--- config.mk ---
export PLATFORM = sky130hd
export DESIGN_NAME = mul_share_arbiter
export DESIGN_NICKNAME = d
export VERILOG_FILES = /design/src/rtl/mul_share_arbiter.sv
export SDC_FILE = /design/constraint.sdc
export NUM_CORES = 1
export LEC_CHECK = 0
export CORE_ASPECT_RATIO = 0.6
export CORE_UTILIZATION = 47
export DETAILED_ROUTE_END_ITERATION = 12
export GPL_TIMING_DRIVEN = 0
export PLACE_DENSITY = 0.84
export SETUP_SLACK_MARGIN = 0.4
export SYNTH_ARGS = -nofsm -noshare
export SYNTH_HDL_FRONTEND = slang
export SYNTH_SLANG_ARGS = --single-unit
--- constraint.sdc ---
create_clock -name clk -period 6 [get_ports clk]
set_input_delay 0.6 -clock clk [delete_from_list [all_inputs] [get_ports clk]]
set_output_delay 0.6 -clock clk [all_outputs]
set_load 0.1 [all_outputs]
--- src/rtl/mul_share_arbiter.sv ---
// ---------------------------------------------------------------------------
// mul_share_arbiter
//
// Two requesters share one iterative signed multiplier. A round-robin arbiter
// in IDLE grants one request. The shared datapath then runs WIDTH radix-2
// Booth steps and presents the 2*WIDTH-bit product on a valid/ready response
// port. The response also carries the id of the requester that produced it.
//
// Ports
//   clk                      rising-edge clock
//   reset                    asynchronous, active-high reset
//   en                       global advance enable (0 = all state holds)
//   req0_valid / req1_valid  operand request from port 0 / 1
//   req0_ready / req1_ready  request accepted on an edge with valid & ready
//   req0_a, req0_b           port 0 signed operands (WIDTH bits each)
//   req1_a, req1_b           port 1 signed operands (WIDTH bits each)
//   rsp_valid                result available
//   rsp_ready                consumer takes the result on valid & ready
//   rsp_id                   port index that produced rsp_result
//   rsp_result               signed product (2*WIDTH bits)
//   busy                     high whenever the FSM is not in IDLE
//   done_count               completed response handshakes, mod 2^CNTW
// ---------------------------------------------------------------------------
module mul_share_arbiter #(
    parameter int WIDTH = 32,
    parameter int CNTW  = 16
) (
    input  logic                 clk,
    input  logic                 reset,
    input  logic                 en,
    input  logic                 req0_valid,
    input  logic                 req1_valid,
    output logic                 req0_ready,
    output logic                 req1_ready,
    input  logic [WIDTH-1:0]     req0_a,
    input  logic [WIDTH-1:0]     req0_b,
    input  logic [WIDTH-1:0]     req1_a,
    input  logic [WIDTH-1:0]     req1_b,
    output logic                 rsp_valid,
    input  logic                 rsp_ready,
    output logic                 rsp_id,
    output logic [2*WIDTH-1:0]   rsp_result,
    output logic                 busy,
    output logic [CNTW-1:0]      done_count
);

    localparam int SW = $clog2(WIDTH + 1);
    localparam logic [SW-1:0] LAST_STEP = SW'(WIDTH - 1);

    typedef enum logic [1:0] {
        ST_IDLE,
        ST_BUSY,
        ST_DONE
    } state_e;

    state_e               state_q, state_d;
    logic                 last_q, last_d;       // port granted most recently
    logic                 id_q, id_d;           // port of the in-flight operation
    logic [WIDTH:0]       mcand_q, mcand_d;     // sign-extended multiplicand
    logic [WIDTH:0]       acc_q, acc_d;         // upper half of the Booth register
    logic [WIDTH-1:0]     mplier_q, mplier_d;   // lower half, shifts the multiplier out
    logic                 qm1_q, qm1_d;         // Booth q(-1) bit
    logic [SW-1:0]        step_q, step_d;
    logic [2*WIDTH-1:0]   res_q, res_d;
    logic                 rid_q, rid_d;
    logic [CNTW-1:0]      cnt_q, cnt_d;

    // -----------------------------------------------------------------------
    // Arbitration: on a tie, grant the port that was not granted last.
    // -----------------------------------------------------------------------
    logic grant;
    logic accept;

    assign grant  = (req0_valid && req1_valid) ? ~last_q : req1_valid;
    assign accept = (state_q == ST_IDLE) && en && (req0_valid || req1_valid);

    // Readies are gated by reset as well. While reset is held, the FSM is
    // already forced to IDLE, and without the gate IDLE would advertise a grant.
    assign req0_ready = accept && !grant && !reset;
    assign req1_ready = accept &&  grant && !reset;

    // -----------------------------------------------------------------------
    // One radix-2 Booth step. It adds or subtracts the multiplicand based on
    // {Q[0], q(-1)} and then arithmetic-shifts {acc, mplier, qm1} right by
    // one. The extra multiplicand bit keeps -2^(WIDTH-1) exact.
    // -----------------------------------------------------------------------
    logic [WIDTH:0]   booth_sum;
    logic [WIDTH:0]   acc_n;
    logic [WIDTH-1:0] mplier_n;

    always_comb begin
        // NOTE: every combinational output gets a default before any branch,
        // so no path can leave it unassigned and infer a latch.
        booth_sum = acc_q;
        case ({mplier_q[0], qm1_q})
            2'b01:   booth_sum = acc_q + mcand_q;
            2'b10:   booth_sum = acc_q - mcand_q;
            default: booth_sum = acc_q;
        endcase
        acc_n    = {booth_sum[WIDTH], booth_sum[WIDTH:1]};
        mplier_n = {booth_sum[0], mplier_q[WIDTH-1:1]};
    end

    // -----------------------------------------------------------------------
    // Next-state logic
    // -----------------------------------------------------------------------
    always_comb begin
        state_d  = state_q;
        last_d   = last_q;
        id_d     = id_q;
        mcand_d  = mcand_q;
        acc_d    = acc_q;
        mplier_d = mplier_q;
        qm1_d    = qm1_q;
        step_d   = step_q;
        res_d    = res_q;
        rid_d    = rid_q;
        cnt_d    = cnt_q;

        case (state_q)
            ST_IDLE: begin
                if (accept) begin
                    id_d     = grant;
                    last_d   = grant;
                    mcand_d  = grant ? {req1_a[WIDTH-1], req1_a}
                                     : {req0_a[WIDTH-1], req0_a};
                    mplier_d = grant ? req1_b : req0_b;
                    acc_d    = '0;
                    qm1_d    = 1'b0;
                    step_d   = '0;
                    state_d  = ST_BUSY;
                end
            end

            ST_BUSY: begin
                if (en) begin
                    acc_d    = acc_n;
                    mplier_d = mplier_n;
                    qm1_d    = mplier_q[0];
                    step_d   = step_q + SW'(1);
                    if (step_q == LAST_STEP) begin
                        // The full product fits in the low 2*WIDTH bits of
                        // {acc, mplier}. The top acc bit is only a sign copy.
                        res_d   = {acc_n[WIDTH-1:0], mplier_n};
                        rid_d   = id_q;
                        state_d = ST_DONE;
                    end
                end
            end

            ST_DONE: begin
                if (en && rsp_ready) begin
                    cnt_d   = cnt_q + CNTW'(1);
                    state_d = ST_IDLE;
                end
            end

            default: state_d = ST_IDLE;
        endcase
    end

    // -----------------------------------------------------------------------
    // State registers
    // -----------------------------------------------------------------------
    always_ff @(posedge clk or posedge reset) begin
        // NOTE: sequential state uses non-blocking assignments only, so every
        // register samples pre-edge values no matter how the blocks are ordered.
        if (reset) begin
            state_q  <= ST_IDLE;
            last_q   <= 1'b1;       // port 0 wins the first tie
            id_q     <= 1'b0;
            mcand_q  <= '0;
            acc_q    <= '0;
            mplier_q <= '0;
            qm1_q    <= 1'b0;
            step_q   <= '0;
            res_q    <= '0;
            rid_q    <= 1'b0;
            cnt_q    <= '0;
        end else begin
            state_q  <= state_d;
            last_q   <= last_d;
            id_q     <= id_d;
            mcand_q  <= mcand_d;
            acc_q    <= acc_d;
            mplier_q <= mplier_d;
            qm1_q    <= qm1_d;
            step_q   <= step_d;
            res_q    <= res_d;
            rid_q    <= rid_d;
            cnt_q    <= cnt_d;
        end
    end

    assign rsp_valid  = (state_q == ST_DONE);
    assign busy       = (state_q != ST_IDLE);
    assign rsp_id     = rid_q;
    assign rsp_result = res_q;
    assign done_count = cnt_q;

endmodule

# Word level (Yosys, flattened, before mapping)
# Index checks and enable logic that the tools add are counted.
# W data, S select, Z words.
[word_totals]
register_bits = 190
wordCells = 65
[classes]
addsub = 4
eq_ne = 9
n_mux = 21
bitwise_logic = 1
reduce_logical = 19
[op_table]
columns = ["cell", "n"]
rows = [
  ["$pmux W33 S2", 2],
  ["$mux W33", 3],
  ["$mux W32", 3],
  ["$pmux W32 S2", 1],
  ["$add A33 B33 Y33", 1],
  ["$sub A33 B33 Y33", 1],
  ["$add A16 B1 Y16 const B", 1],
  ["$mux W6", 2],
  ["$pmux W6 S2", 1],
  ["$logic_and A1 B1 Y1", 8],
  ["$mux W2", 4],
  ["$add A6 B1 Y6 const B", 1],
  ["$eq A6 B5 Y1 const B", 1],
  ["$ne A2 B2 Y1 const B", 3],
  ["$pmux W2 S3", 1],
  ["$reduce_and A3 Y1", 2],
  ["$eq A2 B1 Y1 const B", 2],
  ["$eq A2 B2 Y1 const B", 2],
  ["$reduce_and A2 Y1", 2],
  ["$reduce_and A4 Y1", 1],
  ["$reduce_bool A2 Y1", 2],
  ["$mux W1", 3],
  ["$logic_not A1 Y1", 2],
  ["$logic_not A2 Y1", 1],
  ["4 further kinds", 4],
]

# Depth between registers and ports, before layout
# Gate-level depths: netlist (run 1).
[logic_depth]
depth_word = 5
ltp_mapped = 20
mapped_depth_nobuf = 19

# Least setup slack after synthesis (run 1)
# OpenSTA, ideal clock, no wires.
[synth_timing]
path_type = "register -> register"
from = "register mcand_q[11]"
to = "register res_q[63] (netlist: rsp_result[63])"
setup_ps = 82
arrival_time_ps = 4564
t_required_ps = 5918
slack_ps = 1354
path_stages_with_launch = 19
n_path_buf = 1
cell_sequence = "dfrtp_1 > or4_4 > or4_4 > nor4_1 > nand2_1 > nor2_1 > a21oi_1 > xnor2_1 > ha_1 > clkbuf_1 > a21o_1 > a2111oi_0 > o31ai_1 > o211a_1 > and3_1 > o31a_1 > xnor2_1 > or3_1 > a31oi_1"
[synth_via]
elab_chain_cells = 2
word_cells_on_any_way = 3
[synth_rtl]
columns = ["element", "line_no", "source"]
rows = [
  ["start, declared", "59", "logic [WIDTH:0] mcand_q, mcand_d;"],
  ["start signal, assigned", "184", "mcand_q <= mcand_d;"],
  ["$sub A33 B33 Y33 / $add A33 B33 Y33 (equally long branches)", "97, 96", ""],
  ["$pmux W33 S2 (*)", "95", "case ({mplier_q[0], qm1_q})"],
  ["end signal, assigned", "189", "res_q <= res_d;"],
  ["end, declared", "64", "logic [2*WIDTH-1:0] res_q, res_d;"],
]
# Every way passes the cells marked *; elsewhere a longest branch is shown, timed or not.
# A chain may end at the register's enable or synchronous reset.

# Worst setup path in the final report (run 1)
# Ends and elaborated chain as after synthesis.

==> results of run 1 <==
## how the worst max path moves through the flow
| stage | from | endpoint | slack, ns | cells after the start |
|---|---|---|---|---|
| after floorplan | mcand_q[11] | rsp_result[63] | 1.35 | 18 |
| after global placement | mcand_q[11] | rsp_result[63] | 0.43 | 18 |
| after detailed placement | mcand_q[11] | rsp_result[63] | 0.48 | 18 |
| after CTS | mcand_q[11] | rsp_result[63] | 0.46 | 18 |
| after global routing | mcand_q[11] | rsp_result[63] | 0.41 | 18 |
| final | mcand_q[11] | rsp_result[63] | 0.55 | 18 |
## cell usage in the layout (no fill, tap or decap), types with 6 or more instances in the layout
cell | Yosys | final
sky130_fd_sc_hd__nor2_1 | 71 | 71
sky130_fd_sc_hd__nand4_1 | 9 | 9
sky130_fd_sc_hd__clkbuf_16 | 0 | 17
sky130_fd_sc_hd__o211ai_1 | 10 | 10
sky130_fd_sc_hd__o31ai_1 | 7 | 7
sky130_fd_sc_hd__and2_1 | 6 | 6
sky130_fd_sc_hd__a21oi_1 | 122 | 122
sky130_fd_sc_hd__o21ai_0 | 100 | 100
sky130_fd_sc_hd__ha_1 | 36 | 36
sky130_fd_sc_hd__xnor2_1 | 49 | 49
sky130_fd_sc_hd__xor2_1 | 23 | 23
sky130_fd_sc_hd__nand2b_1 | 8 | 8
sky130_fd_sc_hd__clkbuf_1 | 72 | 73
sky130_fd_sc_hd__nor3_1 | 15 | 15
sky130_fd_sc_hd__clkdlybuf4s50_1 | 0 | 218
sky130_fd_sc_hd__mux2i_1 | 7 | 7
sky130_fd_sc_hd__inv_1 | 20 | 19
sky130_fd_sc_hd__a31oi_1 | 11 | 11
sky130_fd_sc_hd__a21o_1 | 18 | 18
sky130_fd_sc_hd__a221o_1 | 27 | 27
sky130_fd_sc_hd__nand3_1 | 47 | 47
sky130_fd_sc_hd__nor2b_1 | 6 | 6
sky130_fd_sc_hd__nand2_1 | 302 | 302
sky130_fd_sc_hd__buf_1 | 8 | 8
sky130_fd_sc_hd__and3_1 | 37 | 37
sky130_fd_sc_hd__dfrtp_1 | 187 | 187
sky130_fd_sc_hd__a22o_1 | 6 | 6
## metal layers
metal / vias up / routed length, um
li1: 4943 / -
met1: 5065 / 16700
met2: 557 / 13700
met3: 25 / 4810
met4: 0 / 350
met5: - / 0
## logic make-up after synthesis
| group | count (synthesis) | share of synthesized area (%) |
|---|---|---|
| AO/OA/AOI/OAI | 338 | 19.5 |
| flip-flops | 188 | 44.0 |
| AND/OR/NAND/NOR | 522 | 21.5 |
| XOR/XNOR | 72 | 5.89 |
| multiplexers | 12 | 1.18 |
| buffers and inverters | 101 | 3.54 |
| adder cells (fa/ha/maj) | 37 | 4.40 |
## worst min-delay path, cell delays in order (launching register included)
cell	delay, ns
sky130_fd_sc_hd__dfrtp_1	0.34
sky130_fd_sc_hd__nand2_1	0.05
sky130_fd_sc_hd__nand2_1	0.06
## sequential cells by signal, summed over array words and instances, names as in the netlist, 2 cells and up
name	cells
acc_q	32
done_count	16
mcand_q	32
mplier_q	32
rsp_result	64
state_q	2
step_q	6
## cell type report
type                       count  area (um2)  area share (%)
buffer                        80         300            2.16
clock buffer                  20         457            3.28
clock inverter                11         111           0.799
inverter                      21        82.6           0.593
multi-input combinational    981        5620            40.4
sequential                   188        4710            33.8
tap                          308         385            2.77
timing repair buffer         222        2260            16.2
## power breakdown
part | internal (uW) | switching, uW
sequential | 1610 | 425
clock | 597 | 513
combinational | 1620 | 2760
## stage by stage
step | cell area (um2) | setup slack (ns) | total power [uW]
2_1_floorplan | 10700 | 1.35 | 4880
3_3_place_gp | 13300 | 0.434 | 6110
3_5_place_dp | 13400 | 0.483 | 6210
4_1_cts | 13900 | 0.460 | 7330
5_1_grt | 13900 | 0.413 | 7990
6_report | 13900 | 0.554 | 7520
## what timing repair did
item | in CTS | in global routing
hold buffers | 0 | 0
resized for setup | 0 | 2
hold endpoints to repair | 0 | 0
setup endpoints to repair | 0 | 1
==> results, run 1 <==
- The arrival time of data at the critical path endpoint is 5.81 ns.
- The I/O pin total is approximately 220.
- The commonest cells after synthesis are sky130_fd_sc_hd__nand2_1, sky130_fd_sc_hd__dfrtp_1, sky130_fd_sc_hd__a21oi_1.
- Clock-pin slew was measured on the worst setup and hold paths at roughly 0.070 ns.
- The layout net count is between 1,500 and 2,000.
- STA classifies the critical path startpoint as a register.
- TritonCTS built the clock tree.
- The peak clock frequency supported by timing is roughly 0.18 GHz.
- Entering global routing, the biggest net connects 43 pins.
- IR analysis of the VDD net gives a maximum drop of approximately 340 uV.
- The biggest area contributor in the post-synthesis netlist is sky130_fd_sc_hd__dfrtp_1.
- The final-report hold violation count is 0.
- The number of cells produced by synthesis is about 1,300.
- Setup repair after global routing left no endpoint under its margin.
- After legalization and detailed placement, the total HPWL measured 27.8 mm.
- The critical register-to-register path startpoint is mcand_q[11].
- The worst setup path is captured at a register.
- The number of antenna diodes in the final layout is 0.
- The worst min-delay path endpoint is rsp_result[16].
- For this run the aggregate overflow at the end of global routing stands at 0.
- Headroom to the max-slew limit came out at approximately 31%.
- The initial core utilization is 48.3%.
- By instance count, the leading cell after synthesis is sky130_fd_sc_hd__nand2_1.
- The standard cell core area is about 0.022 mm2.
- The busiest layer in global routing is met1.
- In this run the worst hold path is classified as register to register.
- The first-pass detailed-route iteration total is 7.
- Among cell families on the critical path, the largest total delay comes from simple AND/OR/NAND/NOR gates.
- The end of the worst register-to-register path is rsp_result[63].
- Sequential elements use a little over two fifths of the synthesized area.
- The met1 layer usage reported by global route is 48.0%.
- The synthesized design contains 0 enable-type register cells.
- The global routing usage summed across all routing layers is between 30 and 40%.
- The worst setup path category is register to register.
- In this design, the stage delay of the slowest critical-path cell is 0.56 ns.
- The die is approximately 200 um wide.
- In this run the post-CTS setup repair buffer count came out at 0.
- For this block, the initial DRC count from the detailed router was around 1,100.
- The count of pins over their slew limit was 0.
- The met2 track utilization from global routing is about two fifths.
- The power density of the placed cells is between 500 and 600 mW/mm2.
- For met3 alone, demand over resource in global routing was between 10% and 20%.
- The Yosys step of the flow raised 0 warnings.
- The final-layout fill cell count is 1,900.
- The worst path buffer plus inverter count is 1.
- The clock tree synthesis step divided the H-tree into 4 levels.
- In this run the register-to-register setup slack is around 0.55 ns.
- Counting flops and latches in the post-synthesis netlist gives approximately 190.
- After synthesis, the largest area contributor takes up between 40% and 50% of total cell area.
- Counting every sink on the clock net gives about 190.
- The cell count after placement is between 1,500 and 2,000.
- The flow ran to the end, and the final reports show no timing, DRC or antenna violations.
- The hold path startpoint is rsp_result[16].
- Along the worst hold path, the cell count comes to 2.
- The maximum count of clock buffers along a single path is 2.
- The initial antenna violation count is 0.
- The tool flagged a number of max-cap violations equal to 0.
- Across the routed clock network, the largest skew measured is between 0.01 and 0.015 ns.
- Of all nets on the critical path, the largest fanout is 9.
- The transition time of the tightest slew-check pin is between 1 and 1.5 ns.
- The number of vias per cell after detailed routing is 5.78.
- The share of layout cells above drive strength 1 is roughly 3.6%.
- The worst hold margin is roughly 0.48 ns.
- The number of buffers created by CTS is 17.
- The via count of the first global-routing pass is about 9,700.
- The worst reg2reg path depth is 18.
- The share of flip-flops with an asynchronous set or reset is between 90% and 100%.
- The largest individual stage delay along the critical path comes from the cell sky130_fd_sc_hd__or4_4.
- After synthesis, the netlist uses 59 different library cells.
- Summed over all failing endpoints, the final setup total negative slack is 0 ns.
- At the worst endpoint, the required time is between 6 and 7 ns.
- The clock period could shrink to approximately 5.4 ns.
- The synthesized area is ~0.011 mm2.
- The floorplan step defined a die boundary enclosing between 0.02 and 0.025 mm2.
- For this design the static power due to leakage is between 0.006 and 0.007 uW.
- The routed via count is between 10,000 and 15,000.
- The floorplan step set the die height to approximately 120 um.
- The part of the cycle the worst path needs is slightly above 90%.
- The area growth from synthesis to layout is 30.2%.
- Setup violations remaining at the end of the flow were counted as 0.
- The signal on the critical path passes through or4_4 > or4_4 > nor4_2 > nand2_1 > nor2_1 > a21oi_1 > xnor2_1 > ha_1 > clkbuf_1 > a21o_1 > a2111oi_1 > o31ai_1 > o211a_1 > and3_1 > o31a_1 > xnor2_1 > or3_1 > a31oi_1.
- The mean instance size in the synthesized netlist is 8.43 um2.
- The remaining antenna violation count is 0.
- Sorting the synthesized cells by area gives the leading types as sky130_fd_sc_hd__dfrtp_1, sky130_fd_sc_hd__nand2_1, sky130_fd_sc_hd__a21oi_1.
- The post-detailed-route DRC marker count is 0.
- The post-layout utilization of the core is approximately 63%.
- The wire length of the first global-routing pass is 54.6 mm.
- The buffer cell driving the clock tree root is sky130_fd_sc_hd__clkbuf_16.
- The most used flip-flop cell after synthesis is sky130_fd_sc_hd__dfrtp_1.
- When the netlist entered floorplanning its net count stood at approximately 1,400.
- For this block, the routed nets add up to 35.6 mm of wire.
- Routability-driven placement finished with a final weighted congestion of about 0.97.
- The wire length per cell after detailed routing is around 19 um.
- The count of port buffers added during placement is between 200 and 250.
- The final standard cell count with taps included and fillers excluded is between 1,500 and 2,000.
- The site row count is 42.
- At the later pin of the worst-skew pair, clock insertion delay measures between 0.4 and 0.5 ns.
No activity file was read; power rests on OpenSTA's default activity.
==> run 2, diff against run 1 <==
--- a/config.mk
+++ b/config.mk
@@ -8,7 +8,6 @@
 export CORE_ASPECT_RATIO = 0.6
 export CORE_UTILIZATION = 47
 export DETAILED_ROUTE_END_ITERATION = 12
-export GPL_TIMING_DRIVEN = 0
 export PLACE_DENSITY = 0.84
 export SETUP_SLACK_MARGIN = 0.4
 export SYNTH_ARGS = -nofsm -noshare
==> results, run 2 (synthesis results as in run 1) <==
- The starting DRC count in detailed routing is 852 (-20%).
- The detailed placer's ending HPWL is 24.4 mm (-12%).
- The via count of the first global-routing pass came to 9,053 (-6.6%).
- The post-CTS setup buffer count is 0 (unchanged).
- The minimum clock period after layout was 5.23 ns (-0.218 ns).
- The share of layout cells above drive strength 1 is 5.02% (+1.4 points).
- The routed via count is 10,000 (-5.5%).
- The standard cell core area is 0.0222 mm2 (unchanged).
- The final-report hold violation count is 0 (unchanged).
- The remaining antenna violation count is 0 (unchanged).
- The clock latency on the worst-skew pair is 0.44 ns (about the same).
- The power consumption is 7410 uW (-1.5%).
- The hold path depth is 2 (unchanged).
- The total die area is 0.0234 mm2 (unchanged).
- The final RePlAce weighted congestion is 0.956 (-2.0%).
- In the layout the commonest cells are sky130_fd_sc_hd__nand2_1, sky130_fd_sc_hd__clkdlybuf4s50_1, sky130_fd_sc_hd__dfrtp_1.
- The total wire length is 32.6 mm (-8.4%).
- The number of endpoints failing setup at the final stage is 0 (unchanged).
- The count of pins over their slew limit came to 0 (unchanged).
- The critical path is of the register to register type.
- The power density of the placed cells is 540 mW/mm2 (about the same).
- The critical path launch point type is a register.
- The site row count is 42 (unchanged).
- The clock sink total is 188 (unchanged).
- The number of buffers created by CTS is 17 (unchanged).
- The width of the die came to 197 um (unchanged).
- The number of vias per cell after detailed routing was 5.68 (-1.8%).
- The deepest level of the CTS H-tree is 4 (unchanged).
- The final clock skew came to 0.0133 ns (-0.000185 ns).
- Setup repair after global routing left no endpoint under its margin.
- The overall die height is 119 um (unchanged).
- The worst reg2reg path depth was 17 (-1).
- The leakage power summed over all cells was 0.00622 uW (-0.45%).
- The peak clock frequency supported by timing is 0.191 GHz (+4.2%).
- The worst setup slack for register-to-register paths is 0.77 ns (+0.22 ns).
- The flow ran to the end, and the final reports show no timing, DRC or antenna violations.
- The post-cts repair resize count is 0 (unchanged).
- The count of port buffers added during placement was 218 (unchanged).
- The hold buffer count at cts was 0 (unchanged).
- The pin count of the biggest net entering global routing is 66 (+53%).
- The arrival time of data at the critical path endpoint came to 5.59 ns (-0.22 ns).
- The maximum count of clock buffers along a single path is 2 (unchanged).
- The most common library cell in the layout ignoring fill and taps is sky130_fd_sc_hd__nand2_1.
- The path class of the lowest-slack min-delay path is register to register.
- The worst-case headroom to the max-slew limit is 30.0% (-1.0 points).
- CTS placed an instance of sky130_fd_sc_hd__clkbuf_16 at the clock tree root.
- The worst register-to-register path ends at rsp_result[63].
- The TritonCTS clock tree is built.
- The post-detailed-route DRC marker count is 0 (unchanged).
- In this run the most critical hold path is launched from rsp_result[29].
- The diode insertion count for antenna repair is 0 (unchanged).
- The clock-pin transition on the worst setup and hold timing paths is 0.07 ns (about the same).
- The kind of capture point of the worst setup path is a register.
- The number of flip-flops under the largest register name came to 64 (unchanged).
- The count of maximum capacitance violations is 0 (unchanged).
- The initial antenna violation count is 2 (+2).
- The I/O pin total is 219 (unchanged).
- The largest fanout of any net on the critical path is 9 (unchanged).
- The total negative slack for setup checks is 0 ns (unchanged).
- In this run the critical register-to-register path is launched from mcand_q[11].
- The area growth from synthesis to layout is 28.2%.
- The transition time of the tightest slew-check pin came to 1.05 ns (+0.0152 ns).
- The part of the cycle the worst path needs is 87.1% (-3.6 points).
- The endpoint required time on the critical path is 6.36 ns (about the same).
- The layout net count is 1,615 (-4.0%).
- The wire length per cell after detailed routing is 18.5 um (-4.9%).
- The first-pass detailed-route iteration total is 5 (-2).
- The global routing usage summed across all routing layers was 28.3% (-2.5 points).
- The largest vdd supply drop was 326 uV (-5.3%).
- The initial core utilization is 48.3% (unchanged).
- The wire length of the first global-routing pass was 50.8 mm (-7.1%).
- The path with the worst hold slack has its endpoint at rsp_result[29].
- The overall overflow remaining after global route is 0 (unchanged).
- The post-layout utilization of the core came to 61.9% (-0.94 points).
[run 2: changes by cell type in the layout (fill, tap and decap cells not counted), moves of 3 or more]
| cell | change |
|---|---|
| sky130_fd_sc_hd__clkinv_4 | -5 |
| sky130_fd_sc_hd__buf_12 | -4 |
| sky130_fd_sc_hd__buf_4 | +17 |
| sky130_fd_sc_hd__clkbuf_1 | -72 |
| sky130_fd_sc_hd__buf_1 | -8 |
| sky130_fd_sc_hd__nor2_1 | -3 |
[run 2: how the worst max path moves through the flow]
stage                            from              to  slack, ns  cells after the start
after CTS                 mcand_q[11]  rsp_result[63]       0.82                     17
final                     mcand_q[11]  rsp_result[63]       0.77                     17
after detailed placement  mcand_q[11]  rsp_result[63]       0.87                     17
after floorplan           mcand_q[11]  rsp_result[63]       1.35                     18
after global routing      mcand_q[11]  rsp_result[63]       0.53                     17
after global placement    mcand_q[11]  rsp_result[63]       1.05                     17
[run 2: critical path, cell delays in order, from the launching register on]
cell,delay [ns]
sky130_fd_sc_hd__dfrtp_1,0.44
sky130_fd_sc_hd__or4_4,0.56
sky130_fd_sc_hd__or4_4,0.47
sky130_fd_sc_hd__nor4_1,0.48
sky130_fd_sc_hd__nand2_1,0.11
sky130_fd_sc_hd__nor2_1,0.22
sky130_fd_sc_hd__a21oi_1,0.12
sky130_fd_sc_hd__xnor2_1,0.15
sky130_fd_sc_hd__ha_1,0.39
sky130_fd_sc_hd__a21o_1,0.25
sky130_fd_sc_hd__a2111oi_0,0.49
sky130_fd_sc_hd__o31ai_1,0.18
sky130_fd_sc_hd__o211a_1,0.18
sky130_fd_sc_hd__and3_1,0.20
sky130_fd_sc_hd__o31a_1,0.31
sky130_fd_sc_hd__xnor2_1,0.14
sky130_fd_sc_hd__or3_1,0.31
sky130_fd_sc_hd__a31oi_1,0.16
[run 2: stage by stage]
step | cells | worst slack (ns) | area (um2) | hold WS [ns]
2_1_floorplan | 1270 | 1.35 | 10700 | 0.439
3_3_place_gp | 1733 | 1.05 | 13100 | 0.458
3_5_place_dp | 1733 | 0.869 | 13100 | 0.462
4_1_cts | 1763 | 0.824 | 13700 | 0.479
5_1_grt | 1763 | 0.531 | 13700 | 0.491
6_report | 1763 | 0.772 | 13700 | 0.474
[run 2: final cells by class]
class | instances | area [um2]
timing repair buffer | 235 | 2310
tap | 308 | 385
fill | 1926 | 8460
multi-input combinational | 981 | 5640
clock inverter | 10 | 138
sequential | 188 | 4710
inverter | 21 | 82.6
clock buffer | 20 | 457
[run 2: where the power goes]
part | switching [uW] | total, uW | internal [uW]
clock network | 488 | 1160 | 674
logic | 2620 | 4240 | 1620
registers | 393 | 2000 | 1610
[run 2: per-layer routing]
| metal | vias up | GRT usage (%) | routed length, um |
|---|---|---|---|
| li1 | 4785 | - | - |
| met3 | 18 | 10.3 | 3420 |
| met2 | 439 | 34.8 | 12300 |
| met4 | 2 | 4.60 | 231 |
| met1 | 4766 | 46.0 | 16600 |
| met5 | - | 0 | 16 |
==> run 3, diff against run 2 <==
--- a/config.mk
+++ b/config.mk
@@ -6,6 +6,7 @@
 export NUM_CORES = 1
 export LEC_CHECK = 0
 export CORE_ASPECT_RATIO = 0.6
+export CORE_MARGIN = 1
 export CORE_UTILIZATION = 47
 export DETAILED_ROUTE_END_ITERATION = 12
 export PLACE_DENSITY = 0.84
==> results of run 3 <==
No change in the layout: final DEF, timing and power equal those of run 2.
